File: config.mk
export PLATFORM = sky130hd
export DESIGN_NAME = cat_score_accumulator
export DESIGN_NICKNAME = d
export VERILOG_FILES = /design/src/rtl/cat_recognizer_pkg.sv /design/src/rtl/sat_adder.sv /design/src/rtl/cat_score_accumulator.sv
export SDC_FILE = /design/constraint.sdc
export NUM_CORES = 1
export LEC_CHECK = 0
export ABC_AREA = 1
export CAP_MARGIN = 20
export CORE_MARGIN = 1
export CORE_UTILIZATION = 35
export DETAILED_ROUTE_END_ITERATION = 16
export HOLD_SLACK_MARGIN = 0.05
export PLACE_DENSITY_LB_ADDON = 0.08
export REMOVE_ABC_BUFFERS = 1
export SLEW_MARGIN = 20
export SYNTH_ARGS = -nofsm -noshare
export SYNTH_HDL_FRONTEND = slang
export SYNTH_HIERARCHICAL = 1
export SYNTH_SLANG_ARGS = --single-unit
File: constraint.sdc
create_clock -name clk -period 2.5 [get_ports clk]
set_input_delay 0.625 -clock clk [delete_from_list [all_inputs] [get_ports clk]]
set_output_delay 0.625 -clock clk [all_outputs]
set_load 0.03 [all_outputs]
File: src/rtl/cat_recognizer_pkg.sv
// Shared definitions for the cat recognizer datapath.
//   - Default datapath widths, matched by the upstream multiply-add block.
//   - Frame size shared with the upstream row sequencer.
//   - FSM state type for the score accumulator.
package cat_recognizer_pkg;

  localparam int DefPixelWidth  = 8;
  localparam int DefWeightWidth = 5;
  localparam int DefResultWidth = 2 * (DefWeightWidth + DefPixelWidth) + 1;
  localparam int DefAccWidth    = 32;

  // Number of row dot-products that make up one frame.
  localparam int DefNumProducts = 4096;

  typedef enum logic [1:0] {
    IDLE   = 2'd0,
    ACCUM  = 2'd1,
    DECIDE = 2'd2
  } acc_state_e;

endpackage

File: src/rtl/sat_adder.sv
// Combinational unsigned saturating adder.
//   a, b  : Width-bit unsigned operands
//   sum   : a + b, clamped to all-ones when the true sum does not fit
//   carry : 1 when the true sum exceeded 2^Width - 1 (i.e. sum was clamped)
module sat_adder #(
  parameter int Width = 32
) (
  input  logic [Width-1:0] a,
  input  logic [Width-1:0] b,
  output logic [Width-1:0] sum,
  output logic             carry
);

  logic [Width-1:0] raw_sum;

  assign {carry, raw_sum} = {1'b0, a} + {1'b0, b};
  assign sum              = carry ? '1 : raw_sum;

endmodule

File: src/rtl/cat_score_accumulator.sv
// Frame score accumulator and cat / not-cat decision.
//   clk, rst       : clock, asynchronous active-low reset
//   start          : begin (or abort and restart) a frame
//   product_valid  : product is valid this cycle (only honoured in ACCUM)
//   product        : unsigned row dot-product from the multiply-add block
//   threshold      : unsigned decision threshold, sampled in DECIDE
//   busy           : high in ACCUM and DECIDE
//   done           : one-cycle pulse when score/is_cat/overflow update
//   score          : saturated frame score of the last completed frame
//   is_cat         : score >= threshold for the last completed frame
//   overflow       : the last completed frame saturated
module cat_score_accumulator
  import cat_recognizer_pkg::*;
#(
  parameter int PixelWidth  = DefPixelWidth,
  parameter int WeightWidth = DefWeightWidth,
  parameter int ResultWidth = 2 * (WeightWidth + PixelWidth) + 1,
  parameter int AccWidth    = DefAccWidth,
  parameter int NumProducts = DefNumProducts
) (
  input  logic                   clk,
  input  logic                   rst,
  input  logic                   start,
  input  logic                   product_valid,
  input  logic [ResultWidth-1:0] product,
  input  logic [AccWidth-1:0]    threshold,
  output logic                   busy,
  output logic                   done,
  output logic [AccWidth-1:0]    score,
  output logic                   is_cat,
  output logic                   overflow
);

  localparam int CntWidth = $clog2(NumProducts + 1);
  localparam logic [CntWidth-1:0] LastCount = CntWidth'(NumProducts - 1);

  acc_state_e           state_q, state_d;
  logic [AccWidth-1:0]  acc_q, acc_d;
  logic [CntWidth-1:0]  count_q, count_d;
  logic                 flag_q, flag_d;
  logic [AccWidth-1:0]  score_q, score_d;
  logic                 is_cat_q, is_cat_d;
  logic                 overflow_q, overflow_d;
  logic                 done_q, done_d;

  logic [AccWidth-1:0]  add_sum;
  logic                 add_carry;

  sat_adder #(
    .Width (AccWidth)
  ) u_sat_adder (
    .a     (acc_q),
    .b     (AccWidth'(product)),
    .sum   (add_sum),
    .carry (add_carry)
  );

  always_comb begin
    // NOTE: every signal gets a default first so no path leaves it unassigned,
    // which would otherwise infer a latch.
    state_d    = state_q;
    acc_d      = acc_q;
    count_d    = count_q;
    flag_d     = flag_q;
    score_d    = score_q;
    is_cat_d   = is_cat_q;
    overflow_d = overflow_q;
    done_d     = 1'b0;

    unique case (state_q)
      IDLE: begin
        if (start) begin
          acc_d   = '0;
          count_d = '0;
          flag_d  = 1'b0;
          state_d = ACCUM;
        end
      end
      ACCUM: begin
        // A restart wins over a product presented in the same cycle.
        if (start) begin
          acc_d   = '0;
          count_d = '0;
          flag_d  = 1'b0;
        end else if (product_valid) begin
          acc_d   = add_sum;
          count_d = count_q + CntWidth'(1);
          if (add_carry) flag_d = 1'b1;
          if (count_q == LastCount) state_d = DECIDE;
        end
      end
      DECIDE: begin
        score_d    = acc_q;
        is_cat_d   = (acc_q >= threshold);
        overflow_d = flag_q;
        done_d     = 1'b1;
        state_d    = IDLE;
      end
      default: state_d = IDLE;
    endcase
  end

  // NOTE: sequential state uses non-blocking assignments so every flop samples
  // the pre-edge values; the reset is asynchronous and active-low.
  always_ff @(posedge clk or negedge rst) begin
    if (!rst) begin
      state_q    <= IDLE;
      acc_q      <= '0;
      count_q    <= '0;
      flag_q     <= 1'b0;
      score_q    <= '0;
      is_cat_q   <= 1'b0;
      overflow_q <= 1'b0;
      done_q     <= 1'b0;
    end else begin
      state_q    <= state_d;
      acc_q      <= acc_d;
      count_q    <= count_d;
      flag_q     <= flag_d;
      score_q    <= score_d;
      is_cat_q   <= is_cat_d;
      overflow_q <= overflow_d;
      done_q     <= done_d;
    end
  end

  assign busy     = (state_q != IDLE);
  assign done     = done_q;
  assign score    = score_q;
  assign is_cat   = is_cat_q;
  assign overflow = overflow_q;

endmodule

==> summary.md, run 1 <==
| Metric | Value |
|---|---|
| Status | `finished, final reports clean` |
| Area Overhead vs Synth | `37.45%` |
| Clock Sinks | `83` |
| Core area | `0.01965 mm2` |
| Setup-failing EPs final | `0` |
| Fin. max-slew vios | `0` |
| Final hold vios | `0` |
| Vias in the first global route | `6472` |
| Vias per cell | `4.483` |
| Nets | `1383` |
| Clock period minus worst slack | `2.405 ns` |
| Mapped Cells | `1074` |
| Synth top area share | `29.36%` |
| Worst Path Required | `2.74 ns` |
| CTS tree | `done` |
| Critical path type | `in2reg` |
| Critical path's top delay family | `buffers and inverters` |
| RePlAce Congestion | `0.9345` |
| Largest net degree at the start of global routing | `52` |
| Layer with the highest usage | `met2` |
| Bufs on Longest Clock Path | `2` |
| Worst Hold Class | `in2async` |
| Post-route ant nets | `0` |
| Worst Path Arrival | `2.64 ns` |
| Die width | `144.2 um` |
| M2 GR Usage | `33.92%` |
| Crit-path cells | `clkdlybuf4s50_1 > ha_4 > nand2_2 > inv_2 > nand2_2 > nand2_2 > a21oi_4 > nand2_4 > a21oi_4 > buf_6 > buf_4 > buf_12 > nand3_1 > inv_1 > o22ai_2` |
| First-pass GRT wire length | `32780 um` |
| CTS H-tree depth | `3` |
| Worst Skew | `0.008826 ns` |
| NetSw | `4944 uW` |
| Critical path capture point type | `register` |
| Total power | `10470 uW` |
| Worst Setup SP | `product[14]` |
| Vias | `6832` |
| Worst setup SP type | `input port` |
| Comb pwr share | `65.2%` |
| Clock Latency Late Sink | `0.36 ns` |
| Synth area leader | `dfrtp_1` |
| Area contributors post-synth | `dfrtp_1, nand2_1, inv_1, ha_1, nand3_1` |
| Yosys cell types | `36` |
| Worst path most repeated cell | `nand2_2` |
| Reg power frac | `21.7%` |
| Die height | `144.2 um` |
| GRT Residual Overflow | `0` |
| WL/cell | `13.56 um` |
| Buffers on Ports | `98` |
| DRC Markers | `0` |
| Max-capacitance violation count | `0` |
| CTS clk-pin slew, worst paths | `0.07 ns` |
| Slowest CP cell | `clkdlybuf4s50_1` |
| Synth Area per Inst | `6.586 um2` |
| Yosys warning total | `6` |
| Cts hold-fix bufs | `0` |
| Reg-to-Reg Start | `acc_q[0]$_DFFE_PN0P_` |
| # diodes | `0` |
| Layout cells sized above 1 | `16.36%` |
| Initial core utilization | `35.99%` |
| Routed Wire Length | `20670 um` |
| Grt met3 use | `2.748%` |
| Fillers | `2068` |
| Sw frac | `47.22%` |
| Buf+Inv Stages, Crit Path | `6` |
| IO Count | `99` |
| Initial DRC count | `303` |
| First-pass DRT Iterations | `5` |
| Max Freq | `415.8 MHz` |
| Seq/Total Area, Yosys | `29.36%` |
| P_leak | `0.005318 uW` |
| Post-layout util | `49.47%` |
| Crit-path max cell delay | `0.54 ns` |
| Total global-route track usage | `20.87%` |
| Pint | `5526 uW` |
| Total CTS buffers | `9` |
| Mapped Area | `0.007073 mm2` |
| Clk root buf | `clkbuf_16` |
| Clk pwr share | `13.1%` |
| Met1 Track Usage GR | `28.74%` |
| Synth Register Bits | `83` |
| Site Rows | `51` |
| Worst VDD drop | `0.4152 mV` |
| Initial antenna violation count | `0` |
| Crit-path max FO | `7` |
| HPWL after DPL | `16290 um` |
| Tcrit/Tclk final | `96.20%` |
| Pwr Density | `1077 mW/mm2` |
| Die Area | `0.02078 mm2` |
## power by group through the flow
stage | logic (uW) | registers, uW | clock network [uW]
after floorplan | 3480 | 2590 | 0
after global placement | 6220 | 2220 | 0
after detailed placement | 6230 | 2230 | 0
after CTS | 6500 | 2210 | 1420
after global routing | 7640 | 2340 | 1460
final | 6820 | 2270 | 1370
## synthesized netlist by cell type (all sizes together)
cell    instances
dfrtp          83
conb            1
xor2            2
clkinv          3
ha             65
a21o            4
and3            3
a21oi          37
xnor2          14
buf            16
and2            6
o21ai          62
nor3           12
inv           237
o22ai          13
nand3          73
nand4           7
o21a            2
nor2           72
o211ai          1
nand2         357
clkbuf          3
fa              1
## cell type report
type | count | area [um2] | share of cell area (%)
Timing Repair Buffer | 184 | 1765 | 18.16
Multi-Input combinational cell | 736 | 4355 | 44.80
Inverter | 240 | 903.4 | 9.292
Clock inverter | 7 | 63.81 | 0.6564
Sequential cell | 83 | 2077 | 21.36
Tap cell | 265 | 331.6 | 3.411
Clock buffer | 9 | 225.2 | 2.317
## flip-flops by register name, summed over array words and instances (netlist names)
register and flops:
acc_q 32, count_q 13, done 1, flag_q 1
is_cat 1, overflow 1, score 32, state_q 2
## per-layer routing
| metal | up-vias | wire length [um] |
|---|---|---|
| met5 | - | 0 |
| met4 | 0 | 314 |
| met3 | 14 | 574 |
| met2 | 96 | 9194 |
| met1 | 3066 | 10590 |
| li1 | 3656 | - |
## worst paths after layout
| check | slack (ns) | depth (start not counted) | to |
|---|---|---|---|
| hold reg to reg | 0.48 | 2 | score[10]$_DFFE_PN0P_ |
| hold / removal | 0.22 | 1 | score[9]$_DFFE_PN0P_ |
| min in group clk | 0.48 | 2 | score[10]$_DFFE_PN0P_ |
| setup / recovery | 0.1 | 15 | acc_q[22]$_DFFE_PN0P_ |
| max in group asynchronous | 1.62 | 2 | acc_q[21]$_DFFE_PN0P_ |
| setup reg to reg | 0.21 | 17 | acc_q[22]$_DFFE_PN0P_ |
## kinds of logic (layout without fill, tap and decap cells)
family / Yosys count / in the layout / synth area share (%)
other cells: 1 / 5 / 0.05302
xor+xnor: 16 / 16 / 1.981
simple gates: 530 / 530 / 32.78
fa+ha+maj: 66 / 66 / 11.78
buf+inv: 259 / 440 / 14.61
flops: 83 / 83 / 29.36
compound gates: 119 / 119 / 9.429
## stage by stage
| stage | setup slack (ns) | area, um2 | instances | hold slack, ns | TNS, ns |
|---|---|---|---|---|---|
| finish | 0.09508 | 9722 | 1524 | 0.2244 | 0 |
| global route | -0.01520 | 9722 | 1524 | 0.2582 | -0.01520 |
| CTS | 0.01078 | 9314 | 1521 | 0.2348 | 0 |
| detailed placement | -0.4620 | 8889 | 1498 | 0.4720 | -13.86 |
| global placement | -0.4338 | 8889 | 1498 | 0.4668 | -12.74 |
| floorplan | -0.3353 | 6958 | 1059 | 0.3294 | -7.677 |
## placed cells by master, fill, tap and decap left out, types with 2 or more instances in the layout
cell | synthesis | final
inv_6 | 0 | 3
o21a_1 | 2 | 2
o22ai_1 | 13 | 12
inv_2 | 15 | 15
xnor2_1 | 14 | 14
clkinvlp_4 | 0 | 2
a21oi_4 | 3 | 3
xor2_1 | 2 | 2
buf_4 | 3 | 78
a21o_1 | 4 | 4
dlymetal6s2s_1 | 0 | 13
clkdlybuf4s50_1 | 0 | 83
nand3_1 | 61 | 61
dfrtp_1 | 83 | 83
nand2_1 | 340 | 328
buf_16 | 0 | 2
nor2_1 | 62 | 60
ha_1 | 65 | 40
and3_1 | 3 | 3
conb_1 | 1 | 5
a21oi_1 | 33 | 33
inv_1 | 222 | 222
inv_8 | 0 | 2
nor2_2 | 5 | 4
and2_1 | 6 | 6
clkbuf_16 | 0 | 9
buf_12 | 0 | 5
clkinv_2 | 2 | 2
o21ai_0 | 61 | 61
nand2_2 | 13 | 23
ha_4 | 0 | 24
buf_6 | 5 | 2
nor3_1 | 10 | 10
nand2_4 | 4 | 6
nand3_2 | 12 | 12
nand4_1 | 7 | 7
nor2_4 | 5 | 8
## timing repair
action / in CTS / in global routing
gates cloned: 2 / 0
pin swaps: 3 / 10
setup buffers: 5 / 3
endpoints found under the hold margin: 0 / 0
setup endpoints to repair: 33 / 33
resized for setup: 10 / 58
## worst reg2reg max path, stage by stage, from the launching register on
cell	delay (ns)
dfrtp_1	0.39
ha_2	0.21
fa_2	0.38
nand2_1	0.07
inv_1	0.05
nand2_2	0.07
nand2_4	0.06
nand2_4	0.06
nand2_4	0.05
nand2_4	0.06
nand2_4	0.05
a21oi_4	0.15
buf_6	0.13
buf_4	0.11
buf_12	0.12
nand3_1	0.07
inv_1	0.07
o22ai_2	0.07
Note: power is estimated with default switching activity, not from simulation.
==> run 2, diff against run 1 <==
--- a/config.mk
+++ b/config.mk
@@ -16,5 +16,4 @@
 export SLEW_MARGIN = 20
 export SYNTH_ARGS = -nofsm -noshare
 export SYNTH_HDL_FRONTEND = slang
-export SYNTH_HIERARCHICAL = 1
 export SYNTH_SLANG_ARGS = --single-unit
==> summary.md, run 2 <==
| Metric | Value |
|---|---|
| Worst setup SP type | `input port` |
| M2 GR Usage | `35.84% (+1.9 points)` |
| Max-capacitance violation count | `0 (unchanged)` |
| IO Count | `99 (unchanged)` |
| Design area | `0.008990 mm2 (-7.5%)` |
| Max Freq | `415.4 MHz (about the same)` |
| Pwr Density | `831.9 mW/mm2 (-23%)` |
| Vias per cell | `4.604 (+2.7%)` |
| Worst Setup SP | `product[0]` |
| # diodes | `0 (unchanged)` |
| Worst Path Arrival | `2.64 ns (about the same)` |
| Post-Synth Simple-Gate Area | `40.15% (+7.4 points)` |
| Synth Area per Inst | `6.446 um2 (-2.1%)` |
| Site Rows | `50 (-2.0%)` |
| First-pass DRT Iterations | `5 (unchanged)` |
| Crit-path cells | `clkdlybuf4s50_1 > ha_2 > fa_2 > nand3_1 > nand3_2 > nand2_2 > nand2_4 > nand2_2 > nand2_4 > a21oi_4 > or2_4 > clkbuf_16 > nand2_2` |
| Critical path type | `in2reg` |
| Fin worst setup slack | `0.09292 ns (-0.002162 ns)` |
| Clk root buf | `clkbuf_16` |
| Post-synthesis compound-gate area fraction | `5.610% (-3.8 points)` |
| Die width | `140.3 um (-2.7%)` |
| Largest net degree at the start of global routing | `36 (-31%)` |
| Post-route ant nets | `0 (unchanged)` |
| HPWL after DPL | `16760 um (+2.9%)` |
| P_leak | `0.005165 uW (-2.9%)` |
| Adder-Cell Fraction of Synth Area | `11.52% (-0.26 points)` |
| Synth Register Bits | `83 (unchanged)` |
| Post-synthesis mux area share | `0% (unchanged)` |
| CTS clk-pin slew, worst paths | `0.07 ns (about the same)` |
| Post-layout util | `48.06% (-1.4 points)` |
| Worst-Margin Slew | `0.6166 ns` |
| Mapped Cells | `1038 (-3.4%)` |
| Core area | `0.01871 mm2 (-4.8%)` |
| WL/cell | `14.43 um (+6.4%)` |
| Area contributors post-synth | `dfrtp_1, nand2_1, ha_1, inv_1, nand3_1` |
| Worst Path Required | `2.73 ns (about the same)` |
| Worst Hold Class | `in2async` |
| Yosys cell types | `44 (+22%)` |
| Routed Wire Length | `21100 um (+2.1%)` |
| Worst Skew | `0.006822 ns (-0.002003 ns)` |
| Status | `finished, final reports clean` |
| Final TNS setup | `0 ns (unchanged)` |
| Fillers | `1991 (-3.7%)` |
| Met1 Track Usage GR | `31.85% (+3.1 points)` |
| Dpl cell area | `0.008588 mm2 (-3.4%)` |
| Vias in the first global route | `6399 (-1.1%)` |
| Nets | `1347 (-2.6%)` |
| Xor and xnor area share after synthesis | `0.2618% (-1.7 points)` |
| Synth top cells by count | `nand2_1, inv_1, dfrtp_1, nand3_1, ha_1` |
| Crit-path max FO | `9 (+2)` |
| Most frequent cells in the layout | `nand2_1, inv_1, clkdlybuf4s50_1` |
| Clock period minus worst slack | `2.407 ns (+0.002162 ns)` |
| Most common cell after layout, fill and taps aside | `nand2_1` |
| Area Overhead vs Synth | `34.35%` |
| Worst VDD drop | `0.3560 mV (-14%)` |
| CTS tree | `done` |
| Synth top area share | `31.04% (+1.7 points)` |
| Grt met3 use | `3.761% (+1.0 points)` |
| Ys async rst share | `100.0% (unchanged)` |
| Setup-failing EPs final | `0 (unchanged)` |
| Clock Latency Late Sink | `0.35 ns (about the same)` |
| Seq/Total Area, Yosys | `31.04% (+1.7 points)` |
| Vias | `6731 (-1.5%)` |
| Layer with the highest usage | `met2` |
| Mapped Area | `0.006691 mm2 (-5.4%)` |
| Critical path's top delay family | `simple AND/OR/NAND/NOR gates` |
| Fin. max-slew vios | `0 (unchanged)` |
| Bufs on Longest Clock Path | `2 (unchanged)` |
| Initial antenna violation count | `0 (unchanged)` |
| CTS H-tree depth | `3 (unchanged)` |
| Worst r2r path cells | `12 (-5)` |
| DRC Markers | `0 (unchanged)` |
| Tcrit/Tclk final | `96.28% (about the same)` |
| Yosys warning total | `0 (-6)` |
| Total global-route track usage | `22.30% (+1.4 points)` |
| Buf+Inv Stages, Crit Path | `2 (-4)` |
| Placement Setup Slack | `-0.4411 ns (+0.02086 ns)` |
| Clock Sinks | `83 (unchanged)` |
| Total CTS buffers | `9 (unchanged)` |
| Hold_ws | `0.1987 ns (-0.02571 ns)` |
| Die Area | `0.01968 mm2 (-5.3%)` |
| Count leader, synth | `nand2_1` |
| Largest family of logic cells by synthesized area | `simple AND/OR/NAND/NOR gates` |
| Die height | `140.3 um (-2.7%)` |
| Synth area leader | `dfrtp_1` |
| Ys flop type | `dfrtp_1` |
| RePlAce Congestion | `0.8952 (-4.2%)` |
| Reg-to-Reg Start | `acc_q[0]$_DFFE_PN0P_` |
| Worst path most repeated cell | `nand2_2` |
| Final hold vios | `0 (unchanged)` |
| Slowest CP cell | `clkdlybuf4s50_1` |
| Layout cells sized above 1 | `14.98% (-1.4 points)` |
| Initial DRC count | `279 (-7.9%)` |
| EDFF count, synth | `0 (unchanged)` |
| Buffers on Ports | `98 (unchanged)` |
| Critical path depth | `13 (-2)` |
| First-pass GRT wire length | `33730 um (+2.9%)` |
| Crit-path max cell delay | `0.41 ns (-0.13 ns)` |
| Initial core utilization | `35.77% (-0.22 points)` |
| Critical path capture point type | `register` |
| Relative slew slack | `58.85%` |
| GRT Residual Overflow | `0 (unchanged)` |
[run 2: repair_timing]
action | CTS | global route
pin swaps | 0 | 2
setup buffers | 0 | 0
hold buffers | 0 | 0
endpoints found under the setup margin | 1 | 33
resized for setup | 1 | 22
gates cloned | 0 | 1
[run 2: path summary, 6_finish.rpt]
kind,end,slack (ns)
worst max-delay path,acc_q[5]$_DFFE_PN0P_,0.09
worst min-delay path,score[0]$_DFFE_PN0P_,0.20
worst max register to register,acc_q[5]$_DFFE_PN0P_,0.37
worst min register to register,score[12]$_DFFE_PN0P_,0.47
max in group asynchronous,count_q[0]$_DFFE_PN0P_,1.64
min in group clk,score[12]$_DFFE_PN0P_,0.47
[run 2: cell families after synthesis]
kind of cell	after synthesis
AO/OA/AOI/OAI	65
flip-flops	83
adder cells (fa/ha/maj)	61
XOR/XNOR	2
buffers and inverters	195
AND/OR/NAND/NOR	632
[run 2: per-stage QoR]
stage	std cells	total power, uW
finish	1462	7479
global route	1462	8056
CTS	1461	7472
detailed placement	1445	6129
global placement	1445	6102
floorplan	1020	4281
[run 2: metal layers]
layer	vias to the layer above	part of all wire, %
met2	117	44
met5	-	0
li1	3587	-
met1	3019	51
met3	8	4.1
met4	0	0.51
[run 2: area by class of cell]
class                           count  area [um2]  share of cell area (%)
Tap cell                          234       292.8                   3.257
Clock inverter                      7       52.55                  0.5846
Multi-Input combinational cell    760        3944                   43.87
Clock buffer                        9       225.2                   2.505
Inverter                          177       664.4                   7.390
Timing Repair Buffer              192        1734                   19.29
Sequential cell                    83        2077                   23.10
[run 2: power breakdown]
group	switching, uW	total [uW]	leakage (uW)	internal [uW]
Sequential	339	2030	0.00114	1700
Combinational	2400	4130	0.00389	1730
Clock	630	1310	0.000136	680
Total	3370	7480	0.00516	4110
